## config.mk

```make
export PLATFORM = sky130hd
export DESIGN_NAME = mipi_dsi_lane_ctrl
export DESIGN_NICKNAME = d
export VERILOG_FILES = /design/src/rtl/mipi_dsi_lane_ctrl.sv
export SDC_FILE = /design/constraint.sdc
export NUM_CORES = 1
export LEC_CHECK = 0
export CAP_MARGIN = 20
export CORE_MARGIN = 2
export CORE_UTILIZATION = 27
export DETAILED_ROUTE_END_ITERATION = 8
export SETUP_SLACK_MARGIN = 0.15
export SYNTH_ARGS = -nofsm -noshare
export SYNTH_HDL_FRONTEND = slang
export SYNTH_SLANG_ARGS = --single-unit
```

## constraint.sdc

```tcl
create_clock -name tx_byte_clk -period 2.9 [get_ports tx_byte_clk]
set_input_delay 0.29 -clock tx_byte_clk [delete_from_list [all_inputs] [get_ports tx_byte_clk]]
set_output_delay 0.29 -clock tx_byte_clk [all_outputs]
set_load 0.02 [all_outputs]
```

## src/rtl/mipi_dsi_lane_ctrl.sv

```systemverilog
// mipi_dsi_lane_ctrl: D-PHY TX burst sequencer (LP-11 -> HS -> LP-11) for one clock lane plus LANE_WIDTH data lanes.
// Ports: tx_byte_clk/tx_rst (async active-high) clock and reset; hs_req starts a burst;
// hs_data/hs_valid/hs_last/hs_rdy form the payload handshake; busy flags a burst in progress;
// underrun pulses when payload runs dry; tx_hs_c_flag/tx_lp_clk_p/tx_lp_clk_n drive the clock lane;
// tx_hs_d_flag/tx_lp_data_p/tx_lp_data_n/tx_hs_data drive the data lanes.
module mipi_dsi_lane_ctrl #(
  parameter int LANE_WIDTH = 4,
  parameter int BUS_WIDTH = 8 * LANE_WIDTH,
  parameter logic [7:0] T_CLK_LPX = 8'd2,
  parameter logic [7:0] T_CLK_PREP = 8'd2,
  parameter logic [7:0] T_CLK_ZERO = 8'd8,
  parameter logic [7:0] T_CLK_PRE = 8'd2,
  parameter logic [7:0] T_LPX = 8'd2,
  parameter logic [7:0] T_HS_PREP = 8'd2,
  parameter logic [7:0] T_HS_ZERO = 8'd6,
  parameter logic [7:0] T_HS_TRAIL = 8'd3,
  parameter logic [7:0] T_CLK_POST = 8'd4,
  parameter logic [7:0] T_CLK_TRAIL = 8'd3,
  parameter logic [7:0] T_HS_EXIT = 8'd4
) (
  input  logic                  tx_byte_clk,
  input  logic                  tx_rst,
  input  logic                  hs_req,
  input  logic [BUS_WIDTH-1:0]  hs_data,
  input  logic                  hs_valid,
  input  logic                  hs_last,
  output logic                  hs_rdy,
  output logic                  busy,
  output logic                  underrun,
  output logic                  tx_hs_c_flag,
  output logic                  tx_lp_clk_p,
  output logic                  tx_lp_clk_n,
  output logic [LANE_WIDTH-1:0] tx_hs_d_flag,
  output logic [LANE_WIDTH-1:0] tx_lp_data_p,
  output logic [LANE_WIDTH-1:0] tx_lp_data_n,
  output logic [BUS_WIDTH-1:0]  tx_hs_data
);
  // Encoding order matters: the HS/LP decodes below use range compares.
  typedef enum logic [3:0] {
    STOP, CLK_LPX, CLK_PREP, CLK_ZERO, CLK_PRE, D_LPX, D_PREP, D_ZERO,
    D_SYNC, D_DATA, D_TRAIL, CLK_POST, CLK_TRAIL, EXIT
  } state_t;
  state_t state, nxt;
  logic [8:0] cnt, ld;
  logic [LANE_WIDTH-1:0] msb, data_msb;
  logic [BUS_WIDTH-1:0] trail;
  logic done, beat;
  function automatic logic [8:0] len(input logic [7:0] t);
    return (t == 8'd0) ? 9'd0 : {1'b0, t} - 9'd1;
  endfunction
  assign done = cnt == 9'd0;
  assign hs_rdy = state == D_DATA;
  assign busy = state != STOP;
  assign beat = hs_rdy && hs_valid;
  for (genvar i = 0; i < LANE_WIDTH; i++) begin : g_lane
    assign data_msb[i] = hs_data[8*i+7];
    assign trail[8*i +: 8] = {8{~msb[i]}};
  end
  always_comb begin
    nxt = state;
    case (state)
      STOP:      nxt = hs_req ? CLK_LPX : STOP;
      CLK_LPX:   nxt = done ? CLK_PREP : state;
      CLK_PREP:  nxt = done ? CLK_ZERO : state;
      CLK_ZERO:  nxt = done ? CLK_PRE : state;
      CLK_PRE:   nxt = done ? D_LPX : state;
      D_LPX:     nxt = done ? D_PREP : state;
      D_PREP:    nxt = done ? D_ZERO : state;
      D_ZERO:    nxt = done ? D_SYNC : state;
      D_SYNC:    nxt = D_DATA;
      D_DATA:    nxt = (!hs_valid || hs_last) ? D_TRAIL : D_DATA;
      D_TRAIL:   nxt = done ? CLK_POST : state;
      CLK_POST:  nxt = done ? CLK_TRAIL : state;
      CLK_TRAIL: nxt = done ? EXIT : state;
      EXIT:      nxt = done ? STOP : state;
      default:   nxt = STOP;
    endcase
  end
  // A trail entered on the last beat is one cycle longer: its first cycle still carries that beat.
  always_comb begin
    ld = 9'd0;
    case (nxt)
      CLK_LPX:   ld = len(T_CLK_LPX);
      CLK_PREP:  ld = len(T_CLK_PREP);
      CLK_ZERO:  ld = len(T_CLK_ZERO);
      CLK_PRE:   ld = len(T_CLK_PRE);
      D_LPX:     ld = len(T_LPX);
      D_PREP:    ld = len(T_HS_PREP);
      D_ZERO:    ld = len(T_HS_ZERO);
      D_TRAIL:   ld = len(T_HS_TRAIL) + {8'd0, beat};
      CLK_POST:  ld = len(T_CLK_POST);
      CLK_TRAIL: ld = len(T_CLK_TRAIL);
      EXIT:      ld = len(T_HS_EXIT);
      default:   ld = 9'd0;
    endcase
  end
  always_ff @(posedge tx_byte_clk or posedge tx_rst) begin
    if (tx_rst) begin
      state <= STOP;
      cnt <= 9'd0;
      msb <= '1;
      underrun <= 1'b0;
      tx_hs_c_flag <= 1'b0;
      tx_lp_clk_p <= 1'b1;
      tx_lp_clk_n <= 1'b1;
      tx_hs_d_flag <= '0;
      tx_lp_data_p <= '1;
      tx_lp_data_n <= '1;
      tx_hs_data <= '0;
    end else begin
      state <= nxt;
      cnt <= (nxt != state) ? ld : (done ? 9'd0 : cnt - 9'd1);
      underrun <= hs_rdy && !hs_valid;
      tx_hs_c_flag <= nxt >= CLK_ZERO && nxt <= CLK_TRAIL;
      tx_lp_clk_p <= nxt == STOP || nxt == EXIT;
      tx_lp_clk_n <= nxt == STOP || nxt == EXIT || nxt == CLK_LPX;
      tx_hs_d_flag <= {LANE_WIDTH{nxt >= D_ZERO && nxt <= D_TRAIL}};
      tx_lp_data_p <= {LANE_WIDTH{nxt < D_LPX || nxt > D_TRAIL}};
      tx_lp_data_n <= {LANE_WIDTH{nxt < D_PREP || nxt > D_TRAIL}};
      // msb tracks bit 7 of the last byte sent per lane so the trail can invert it.
      if (beat) begin
        tx_hs_data <= hs_data;
        msb <= data_msb;
      end else if (nxt == D_SYNC) begin
        tx_hs_data <= {LANE_WIDTH{8'hB8}};
        msb <= '1;
      end else if (nxt == D_TRAIL) begin
        tx_hs_data <= trail;
      end else if (nxt != D_DATA) begin
        tx_hs_data <= '0;
      end
    end
  end
endmodule

```

==> results.yml <==
run_status:
  outcome: "finished clean"
placement:
  dp_hpwl_um: 5280
  routabilityCongestion: 0.835
  port_buffers: 86
  pre_cts_ws_ps: 351
routing:
  wl_per_cell_um: 15.1
  vias_per_cell: 5.01
  drtIter0Drc: 96
  num_vias: 2373
  ant_nets: 0
  post-route-drc-count: 0
  routed_wl_um: 7140
  drtPass1Iterations: 4
power_and_ir_drop:
  p_sw_mw: 1.29
  power_density_nw_per_um2: 807
  total_power_mw: 3.11
  vdd_ir_drop_max_mv: 0.286
  seqPwrFrac: 0.363
  leakage_nw: 1.60
  pwr-share-comb: 0.496
  power.share.clock: 0.141
  power.internal_mw: 1.82
  switching_share: 0.415
yosys:
  ys_ff_latch: 56
  syn_nets: 299
  synth_edf_count: 0
  yosysTopAreaCell: "dfrtp_1"
  synth_warnings: 0
  async_reset_ff_frac: 1.00
  syn_inst: 260
  syn_area_per_cell_um2: 10.7
  ys_types: 54
  synth_area_leaders: "dfrtp_1 (43%), a221o_1 (12%), dfstp_2 (7.6%)"
  netlist.area_leader.share: 0.432
  ys.flop_type: "dfrtp_1"
  seq_area_frac_synth: 0.508
  synth.cell_area_um2: 2780
clocking:
  cts_htree_levels: 2
  clockRootBuffer: "clkbuf_8"
  cts_tree: "built"
  hold_buffers: 0
  cts_buffers: 5
  max-clock-path-buffers: 2
  clk_pin_slew_ps: 110
  cts_sinks: 56
  clk_latency_ps: 310
floorplan:
  rows: 37
  start_util: 0.274
  ios: 87
  die_w_um: 105
  die_area_um2: 11100
  coreArea_um2: 10100
  die_h_um: 105
grt:
  grt_pass1_wl_um: 11800
  grt_antenna_before_repair: 0
  grt_usage: 0.131
  grt_pass1_vias: 2389
  grt-ovfl-total: 0
  grt_max_degree: 39
timing:
  final.period_utilization: 0.873
  skew_ps: 6.41
  rsz0062_at_grt: "yes"
  setup_slack_ps: 369
  tightest_slew_ps: 787
  final-hold-violation-count: 0
  setup-tns-final_ps: 0
  timing.hold.ws_ps: 429
  max_slew_margin: 0.475
  drv_slew: 0
  min_period_ps: 2530
  max_freq_mhz: 395
  setup_viol: 0
finish:
  layout.nets: 376
  mostFrequentLayoutCells: "clkdlybuf4s50_1 (86), dfrtp_1 (48), a221o_1 (33)"
  fillers: 1014
  drive_above_1_share: 0.133
  layout_commonest_cell: "clkdlybuf4s50_1"
  antenna_cells: 0
  area_growth_pct: 38.7
setup_path:
  critPathMaxFanout: 9
  endpoint_kind: "register"
  crit_type: "reg -> reg"
  cp-start-kind: "register"
  worst-endpoint-required_ps: 3160
  cp_data_arrival_time_ps: 2790
flow_run:
  max_cap_viol_count: 0
hold_path:
  min_path_type: "in -> async"
[registers in the layout, summed over array words and instances (netlist names)]
register and cells:
cnt 9, msb 4, state 4, tx_hs_c_flag 1, tx_hs_d_flag 1, tx_hs_data 32
tx_lp_clk_n 1, tx_lp_clk_p 1, tx_lp_data_n 1, tx_lp_data_p 1, underrun 1
[stage by stage]
stage                     instances   util  instance area (µm²)
final                           474  0.380                 3850
after global placement          466  0.370                 3760
after CTS                       474  0.379                 3850
after detailed placement        466  0.370                 3760
after floorplan                 260      -                 2780
after global routing            474  0.380                 3850
[worst max-delay path, cell delays in order, from the launching register on]
cell,delay (ps)
dfrtp_1,380
inv_1,90
ha_1,150
nor4b_4,420
nand3_1,320
mux2i_1,340
nand4_4,220
nor3_2,380
a221o_1,170
[power groups by stage]
| stage | Combinational, mW | Sequential, mW | Clock [mW] |
|---|---|---|---|
| after floorplan | 1.03 | 1.17 | 0 |
| after global placement | 1.53 | 1.14 | 0 |
| after detailed placement | 1.54 | 1.14 | 0 |
| after CTS | 1.55 | 1.13 | 0.461 |
| after global routing | 1.70 | 1.16 | 0.492 |
| final | 1.54 | 1.13 | 0.439 |
[logic make-up after synthesis]
family,Yosys count,synth area share
AND/OR/NAND/NOR,85,0.174
AO/OA/AOI/OAI,74,0.218
flip-flops,56,0.508
XOR/XNOR,8,0.0252
multiplexers,2,0.00765
adder cells (fa/ha/maj),2,0.00900
buffers and inverters,33,0.0581
[area by class of cell]
class                           instances  area [µm²]  share of cell area
Clock inverter                          3        22.5             0.00584
Tap cell                              136         170              0.0441
Inverter                                7        26.3             0.00682
Multi-Input combinational cell        171        1220               0.316
Timing Repair Buffer                   96         936               0.243
Sequential cell                        56        1410               0.366
Clock buffer                            5        68.8              0.0179
[synthesized netlist by cell type, types with 2 or more instances]
cell type / n
buf_4: 9
inv_1: 5
or3_1: 2
a221o_1: 33
a21oi_1: 10
clkbuf_1: 14
dfrtp_1: 48
a311oi_1: 2
and2_1: 5
nand3_1: 8
buf_2: 3
nand2_1: 22
inv_2: 2
dfstp_2: 8
a22oi_1: 2
nor3_2: 4
o21ai_1: 2
nor2b_1: 3
xor2_1: 4
nor3_1: 6
o22ai_1: 2
ha_1: 2
o21ai_0: 6
nor2_1: 21
xnor2_1: 4
a31oi_1: 3
nand2b_1: 3
[metal layers]
metal | vias to the layer above | global-route usage | wire length, µm
met5 | - | 0 | 0
met4 | 0 | 0.0410 | 70
met3 | 6 | 0.0303 | 398
met2 | 82 | 0.209 | 3410
met1 | 1167 | 0.176 | 3260
li1 | 1118 | - | -
[final timing paths]
kind                             start             end  slack [ps]  cells after the start
worst max-delay path            cnt[0]  tx_hs_data[17]         370                      8
min in group tx_byte_clk        msb[0]          msb[0]         510                      2
worst min register to register  msb[0]          msb[0]         510                      2
max in group asynchronous       tx_rst  tx_hs_data[23]        1810                      3
worst min-delay path            tx_rst  tx_hs_data[25]         430                      2
worst max register to register  cnt[0]  tx_hs_data[17]         370                      8
[what timing repair did]
action / 4_1_cts / 5_1_grt
setup buffers: 0 / 0
endpoints found under the setup margin: 0 / 15
resized for setup: 0 / 2
No activity file was read; power rests on OpenSTA's default activity.
